### config.mk
export PLATFORM = sky130hd
export DESIGN_NAME = imm_ext_pipe
export DESIGN_NICKNAME = d
export VERILOG_FILES = /design/src/rtl/imm_ext_pipe.sv
export SDC_FILE = /design/constraint.sdc
export NUM_CORES = 1
export LEC_CHECK = 0
export CELL_PAD_IN_SITES_DETAIL_PLACEMENT = 1
export CELL_PAD_IN_SITES_GLOBAL_PLACEMENT = 2
export CORE_MARGIN = 5
export CORE_UTILIZATION = 35
export CTS_BUF_LIST = sky130_fd_sc_hd__clkbuf_8
export DETAILED_ROUTE_END_ITERATION = 7
export GPL_TIMING_DRIVEN = 0
export HOLD_SLACK_MARGIN = 0.02
export PLACE_DENSITY = 0.89
export SETUP_SLACK_MARGIN = 0.05
export SLEW_MARGIN = 40
export SYNTH_ARGS = -nofsm -noshare
export SYNTH_HDL_FRONTEND = slang
export SYNTH_SLANG_ARGS = --single-unit
### constraint.sdc
create_clock -name clk -period 6.92 [get_ports clk]
set_clock_uncertainty 0.2 [all_clocks]
set_input_delay 1.384 -clock clk [delete_from_list [all_inputs] [get_ports clk]]
set_output_delay 1.384 -clock clk [all_outputs]
set_load 0.01 [all_outputs]
### src/rtl/imm_ext_pipe.sv
// imm_ext_pipe: extends a raw immediate field according to a 2-bit mode and
// queues the extended result in a small in-order buffer with valid/ready
// handshakes on both sides. Extension happens once, at push time, so the
// buffer stores finished OUT_W-bit results.
//
// Mode | result
// 00   | zero-extend
// 01   | sign-extend from in_imm[IN_W-1]
// 10   | in_imm placed in the high bits, low bits zero
// 11   | sign-extend, then shift left by 2 (upper bits drop off)

module imm_ext_pipe #(
   parameter int IN_W  = 16,
   parameter int OUT_W = 32,
   parameter int DEPTH = 2
) (
   input  logic                       clk,
   input  logic                       rst_n,
   input  logic                       flush,
   input  logic                       in_valid,
   output logic                       in_ready,
   input  logic [IN_W-1:0]            in_imm,
   input  logic [1:0]                 in_mode,
   output logic                       out_valid,
   input  logic                       out_ready,
   output logic [OUT_W-1:0]           out_imm,
   output logic [$clog2(DEPTH+1)-1:0] count
);

   localparam int PTR_W = $clog2(DEPTH);
   localparam int CNT_W = $clog2(DEPTH+1);
   localparam int PAD_W = OUT_W - IN_W;

   // DEPTH is a power of two, so pointers wrap naturally from DEPTH-1 to 0.
   localparam logic [PTR_W-1:0] PTR_ONE  = PTR_W'(1);
   localparam logic [CNT_W-1:0] CNT_ONE  = CNT_W'(1);
   localparam logic [CNT_W-1:0] CNT_FULL = CNT_W'(DEPTH);

   logic [OUT_W-1:0] mem [DEPTH];
   logic [PTR_W-1:0] wr_ptr;
   logic [PTR_W-1:0] rd_ptr;
   logic [OUT_W-1:0] sext_val;
   logic [OUT_W-1:0] ext_val;
   logic             push;
   logic             pop;

   // Handshake status comes purely from occupancy; out_ready never reaches in_ready.
   assign in_ready  = (count < CNT_FULL);
   assign out_valid = (count != '0);
   assign out_imm   = out_valid ? mem[rd_ptr] : '0;

   assign push = in_valid && in_ready && !flush;
   assign pop  = out_valid && out_ready && !flush;

   // Extension of the incoming immediate, selected by mode.
   always_comb begin
      sext_val = {{PAD_W{in_imm[IN_W-1]}}, in_imm};
      ext_val  = '0;
      case (in_mode)
         2'b00:   ext_val = {{PAD_W{1'b0}}, in_imm};
         2'b01:   ext_val = sext_val;
         2'b10:   ext_val = {in_imm, {PAD_W{1'b0}}};
         default: ext_val = {sext_val[OUT_W-3:0], 2'b00};
      endcase
   end

   // Result storage; contents are don't-care until pointed at by a valid count.
   always_ff @(posedge clk) begin
      if (push) begin
         mem[wr_ptr] <= ext_val;
      end
   end

   // Pointer and occupancy bookkeeping; flush discards everything, including same-cycle traffic.
   always_ff @(posedge clk or negedge rst_n) begin
      if (!rst_n) begin
         wr_ptr <= '0;
         rd_ptr <= '0;
         count  <= '0;
      end else if (flush) begin
         wr_ptr <= '0;
         rd_ptr <= '0;
         count  <= '0;
      end else begin
         if (push) begin
            wr_ptr <= wr_ptr + PTR_ONE;
         end
         if (pop) begin
            rd_ptr <= rd_ptr + PTR_ONE;
         end
         case ({push, pop})
            2'b10:   count <= count + CNT_ONE;
            2'b01:   count <= count - CNT_ONE;
            default: count <= count;
         endcase
      end
   end

endmodule

# After elaboration in Yosys (flattened, before gate mapping)
# Memories as Yosys holds them, arrays and structs flattened.
# Index checks and enable logic that the tools add are counted.
[op_classes]
n_div = 0
n_addsub = 4
n_mux = 10
n_shift = 0
n_eq_ne = 4
n_lt_le_gt_ge = 1
n_reduce_logical = 10
bitwise = 0
mul = 0
[op_table]
columns = ["op", "count"]
rows = [
  ["$pmux 32 s3", 1],
  ["$mux 32", 1],
  ["$mux 1", 6],
  ["$reduce_bool 2->1", 3],
  ["$eq 2x1->1 const B", 2],
  ["$eq 2x2->1 const B", 2],
  ["$logic_and 1x1->1", 4],
  ["$pmux 2 s2", 1],
  ["$reduce_bool 3->1", 1],
  ["$add 1x1->1 const B", 2],
  ["$add 2x1->2 const B", 1],
  ["$logic_not 2->1", 1],
  ["$lt 2x2->1 const B", 1],
  ["$mux 2", 1],
  ["$sub 2x1->2 const B", 1],
  ["$logic_not 1->1", 1],
]
[word_totals]
regBits = 4
mem_bits_ro = 0
ramBits = 64
latch_bits = 0
mem_count = 1
[memory_table]
columns = ["memory", "depth", "width", "read_ports", "rd_clocked_by_memory_dff", "write_ports", "line_no", "text"]
rows = [
  ["mem", 2, 32, 1, 0, 1, "39", "logic [OUT_W-1:0] mem [DEPTH];"],
]

# Longest topological paths before layout
[logic_depth]
depth_word = 6
ltp_mapped = 4
depth_no_buf = 3

# Worst setup path after synthesis
# No wires, ideal clock.
[synth_path]
path_type = "input-to-reg"
start = "in in_valid"
end = "mem mem[1][0] (enable)"
cell_stages = 2
arrival_ns = 3.841
setup_ns = 0.468
slack_ns = 2.411
cell_sequence = "nand2b_4 -> nor3b_1"
[synth_via]
elab_chain_cells = 4
[synth_rtl]
columns = ["item", "line_no", "text"]
rows = [
  ["start: declaration", "20", "input logic in_valid,"],
  ["$logic_and 1x1->1 (2 in series)", "52", "assign push = in_valid && in_ready && !flush;"],
  ["$mux 1", "69", "if (push) begin"],
  ["$mux 1 (implied by the code)", "70", "mem[wr_ptr] <= ext_val;"],
  ["end: declaration", "39", ""],
]
# Every way passes these cells.

# Worst setup path in the final report
[layout_path]
start = "reg count[1]"
end = "out out_imm[25]"
[layout_via]
elab_chain_cells = 2
[layout_rtl]
columns = ["item", "line_no", "text"]
rows = [
  ["start: declaration", "27", "output logic [$clog2(DEPTH+1)-1:0] count"],
  ["start signal: assignment", "92", "2'b10: count <= count + CNT_ONE;"],
  ["start signal: assignment", "93", "2'b01: count <= count - CNT_ONE;"],
  ["start signal: assignment", "94", "default: count <= count;"],
  ["$reduce_bool 2->1", "49", "assign out_valid = (count != '0);"],
  ["$mux 32", "50", "assign out_imm = out_valid ? mem[rd_ptr] : '0;"],
  ["end: declaration", "26", "output logic [OUT_W-1:0] out_imm,"],
]
# Every way passes these cells.

==> results.py <==
metrics = {
    "worst_setup_path": {
        "critPathCaptureType": "output port",
        "start_kind": "register",
        "reg2reg_from": "count[1]",
        "critPathKind": "reg -> out",
        "arrival_ns": 1.95,
        "crit_slowest_cell": "clkdlybuf4s50_1",
        "crit_required_ns": 5.34,
        "critPathMaxStageDelay_ns": 0.49,
        "crit_start": "count[1]",
        "worstPathCellList": "nor2_2 -> buf_2 -> nor2_1 -> clkdlybuf4s50_1",
        "worst-path-max-fanout": 10,
    },
    "global_routing": {
        "grt_pass1_vias": 2075,
        "grt_first_pass_wirelength_um": 10600,
        "grt_max_degree": 12,
        "gr-usage-all-layers": 0.136,
        "antenna_found_initial": 0,
        "grt.overflow.total": 0,
    },
    "clock_tree": {
        "cts-hold-fix-buffers": 0,
        "cts_root_buffer": "clkbuf_8",
        "path_clk_slew_ns": 0.07,
        "cts-htree-levels": 3,
        "insertion_delay_ns": 0.34,
        "cts.sinks": 68,
        "cts_resized": 0,
        "cts_tree": "done",
        "cts.path.max_buffers": 2,
        "cts_setup_buffers": 0,
        "cts_buffers": 9,
    },
    "logic_synthesis": {
        "yosysUniqueCellTypes": 25,
        "synthCells": 230,
        "syn_area_um2": 3030,
        "async_flop_share": 0.0588,
        "ys_dominant_reg_cell": "edfxtp_1",
        "synth_top_cell_by_area": "edfxtp_1",
        "synth_nets": 253,
        "synth.most_common_cell": "edfxtp_1",
        "yosysTopAreaCellShare": 0.634,
        "ys_warn_count": 0,
        "ys_seq_elements": 68,
        "ys_top_cells_by_area": "edfxtp_1 (63%), mux2i_1 (11%), nor2_1 (4.6%)",
        "synth_common_cells": "edfxtp_1 (64), nor2_1 (37), mux2i_1 (33), inv_1 (16), o21ai_0 (16)",
        "yosysSeqAreaShare": 0.667,
        "avgSynthCellArea_um2": 13.2,
        "synth-edff-count": 64,
    },
    "sta": {
        "period_share": 0.511,
        "relSlewSlack": 0.759,
        "whs_ns": 0.399,
        "rsz0062_at_grt": "false",
        "clock.fmax_ghz": 0.283,
        "maxSlewViolCount": 0,
        "tns_ns": 0,
        "worst_pin_slew_ns": 0.357,
        "final-setup-viol-count": 0,
        "finalHoldViolCount": 0,
        "layout_min_cycle_time_ns": 3.54,
    },
    "min_path": {
        "worstHoldPathType": "reg -> reg",
        "worstHoldStart": "wr_ptr",
    },
    "finish": {
        "num_antenna_cells": 0,
        "fin_util": 0.465,
        "fin_nets": 332,
        "syn_to_final_growth_pct": 31.8,
        "layout-drive-gt1-share": 0.140,
    },
    "power_and_ir_drop": {
        "ir_drop_uv": 126,
        "p_leak_nw": 1.52,
        "powerDensity_nw_per_um2": 230,
    },
    "placement": {
        "globalplace.congestion": 0.750,
        "dpl.hpwl_um": 5260,
        "io_buffers": 58,
    },
    "routing": {
        "wirelength_um": 6960,
        "drt_pass1_iterations": 5,
        "wl_per_cell_um": 16.5,
        "vias_per_cell": 4.65,
        "drt_iter0_drc": 95,
        "ant_nets": 0,
        "drc": 0,
        "vias": 1962,
    },
    "floorplan": {
        "die-area_um2": 10600,
        "coreArea_um2": 8590,
        "fp.dieH_um": 103,
        "fp.dieW_um": 103,
        "rows": 34,
        "initial_core_util": 0.353,
        "io_pins": 59,
    },
    "flow_run": {
        "drv_cap": 0,
    },
    "outcome": {
        "outcome": "complete, no violations",
    },
}
[where the power goes]
group / internal, mW / leakage [nW] / switching [mW]
Combinational: 0.0672 / 0.772 / 0.0702
Clock: 0.161 / 0.0969 / 0.142
Sequential: 0.473 / 0.648 / 0.00541
[cells by family (layout without fill, tap and decap cells)]
family	after synthesis	in the layout	synth area share
DFF	68	68	0.667
and+or+nand+nor	64	64	0.0953
muxes	34	34	0.113
AOI/OAI and AO/OA	33	33	0.0673
buffers and inverters	29	113	0.0520
xor gates and xnor gates	2	2	0.00578
[stage by stage]
stage	area, um^2	setup slack [ns]	power [mW]	instances
2_1_floorplan	3030	2.41	0.558	230
6_report	4000	3.38	0.919	422
3_5_place_dp	3810	3.41	0.627	406
3_3_place_gp	3750	0.635	0.620	396
5_1_grt	4000	3.24	0.955	422
4_1_cts	4000	3.32	0.930	422
[worst paths after layout]
path	end	slack (ns)	cells past startpoint
min in group asynchronous	rd_ptr	1.05	1
min reg2reg	wr_ptr	0.40	2
max in group asynchronous	wr_ptr	5.30	1
max reg2reg	mem[1][23]	4.83	5
min	wr_ptr	0.40	2
max	out_imm[25]	3.38	4
[flip-flops by register name (all words and copies together) (netlist names)]
register	count
rd_ptr	1
wr_ptr	1
mem	64
count	2
[per-layer routing]
metal	vias to the layer above	global-route usage	routed length [um]
met1	941	0.171	3000
li1	961	-	-
met4	0	0.0568	93
met2	53	0.221	3460
met5	-	0	0
met3	7	0.0359	403
[area by class of cell]
type | instances | area [um^2]
fillers | 907 | 4600
clock inverters | 7 | 58.8
multi-input cells | 133 | 862
flip-flops and latches | 68 | 2020
well taps | 108 | 135
inverters | 16 | 60.1
clock buffers | 9 | 124
plain buffers | 13 | 97.6
repair buffers | 68 | 636
[critical path, delay by kind of cell, from the launching register on]
kind                   cells  cell delay (ns)
flip-flops                 1             0.45
buffers and inverters      2             0.79
AND/OR/NAND/NOR            2             0.38
[cell usage in the layout, fill, tap and decap left out, drive strengths merged]
master,n
xor2,2
a21o,14
clkbuf,9
nand2,15
clkinv,5
and2,2
nand2b,2
clkdlybuf4s50,58
nor2,38
a21oi,3
bufinv,1
nor3,1
nor3b,1
dfrtp,4
mux2i,33
inv,17
o21ai,16
buf,23
edfxtp,64
nor2b,5
mux2,1
No activity file was read; power rests on OpenSTA's default activity.
==> patch, RTL diff (config.mk and constraints unchanged) <==
Add an input register stage for `in_mode`, without a reset; this delays it by one clock. The other inputs are not delayed to match.
--- a/src/rtl/imm_ext_pipe.sv
+++ b/src/rtl/imm_ext_pipe.sv
@@ -36,6 +36,12 @@
    localparam logic [CNT_W-1:0] CNT_ONE  = CNT_W'(1);
    localparam logic [CNT_W-1:0] CNT_FULL = CNT_W'(DEPTH);
 
+   logic [1:0] in_mode_q;
+
+   always_ff @(posedge clk) begin
+      in_mode_q <= in_mode;
+   end
+
    logic [OUT_W-1:0] mem [DEPTH];
    logic [PTR_W-1:0] wr_ptr;
    logic [PTR_W-1:0] rd_ptr;
@@ -56,7 +62,7 @@
    always_comb begin
       sext_val = {{PAD_W{in_imm[IN_W-1]}}, in_imm};
       ext_val  = '0;
-      case (in_mode)
+      case (in_mode_q)
          2'b00:   ext_val = {{PAD_W{1'b0}}, in_imm};
          2'b01:   ext_val = sext_val;
          2'b10:   ext_val = {in_imm, {PAD_W{1'b0}}};
Formal check against the unedited RTL: not equivalent (Yosys sat finds a counterexample within 4 cycles, from zero or initial values and one cycle with rst_n low).
==> patch against the unedited design <==
Via count grew 2.5%. Setup slack got worse by 23 ps. Largest power group unchanged. Clock power decreased by 3%. Global-route usage increased by 0.46 points. Cell area rose by 1.3%. Wire length rose by 5.0%. Total power is 0.73% higher. Sequential cell count up 2. Synthesized cell count is 0.87% higher. Synthesized area increased by 1.3%.
==> patch: results (changes against the unedited design) <==
stage	metric	value	unit	change
pwr	ir_worst_vdd	0.0000921	V	was 0.000126 V
finish	multi_input_area_share	0.213		was 0.216
finish	fin_cells	424		was 422
place	post_dp_cell_area	3870	um2	was 3810 um2
pwr	pg_clk	0.000295	W	was 0.000304 W
global_routing	gr-usage-met1	0.164		was 0.171
critical_path	worstPathArrival	1980	ps	was 1950 ps
yosys	yosysSeqAreaShare	0.671		was 0.667
place	placed_cells	408		was 406
global_routing	track_usage	0.140		was 0.136
route	wl_met1	3.01	mm	was 3.00 mm
yosys	synth.avg_cell_area	13.2	um2	about the same
route	dr.pass1.iters	4		was 5
global_routing	gr-usage-met3	0.0336		was 0.0359
place	place_congestion	0.773		was 0.750
critical_path	worstRegToRegCells	4		was 5
pwr	internal_power	0.000708	W	was 0.000701 W
finish	drive_above_1_share	0.142		was 0.140
finish	buf_share	0.185		was 0.184
timing	worst_pin_slew	397	ps	was 357 ps
yosys	synth_nets	255		was 253
global_routing	grt_pass1_vias	2305		was 2075
finish	n_all_buffers	81		unchanged
route	dr_wl_met3	334	um	was 403 um
route	via_per_inst	4.74		was 4.65
global_routing	grt_pass1_wl	11.8	mm	was 10.6 mm
pwr	p_leak	1.54	nW	was 1.52 nW
route	drt-initial-drc-count	80		was 95
place	port_buffers	58		unchanged
yosys	synthArstFlopShare	0.0571		was 0.0588
route	routed_wl	7.31	mm	was 6.96 mm
critical_path	reg2reg_to	mem[1][21]		was mem[1][23]
yosys	synth-seq-cells	70		was 68
finish	nClkBuffers	12		was 9
global_routing	gr-usage-met2	0.247		was 0.221
finish	fillCellCount	913		was 907
pwr	seq-power	0.000492	W	was 0.000478 W
place	dp_hpwl	5.50	mm	was 5.26 mm
finish	clock_area_frac	0.0448		was 0.0457
yosys	synthDistinctLibCells	26		was 25
run_status	outcome	finished clean		unchanged
patch: kinds of logic (layout without fill, tap and decap cells):
kind of cell	Yosys count	in the layout	share of synthesized area
flops	70	70	0.671
xor+xnor	2	2	0.00570
mux	34	34	0.111
compound gates	33	33	0.0664
simple gates	64	64	0.0941
buf+inv	29	113	0.0513
patch: how the worst min path moves through the flow:
stage | endpoint | slack (ps) | depth (start not counted)
global placement | wr_ptr | 340 | 2
detailed placement | wr_ptr | 410 | 2
floorplan | wr_ptr | 320 | 2
global route | wr_ptr | 470 | 2
CTS | wr_ptr | 420 | 2
finish | wr_ptr | 430 | 2
patch: per-stage QoR:
stage / worst slack (ps) / util
final: 3360 / 0.469
after global routing: 3260 / 0.469
after CTS: 3340 / 0.469
after detailed placement: 3500 / 0.448
after global placement: 600 / 0.439
after floorplan: 2410 / -
patch: worst register-to-register path, delay by kind of cell, from the launching register on:
family                 cells  cell delay, ps
buffers and inverters      2             450
DFF                        1             460
and+or+nand+nor            2             590
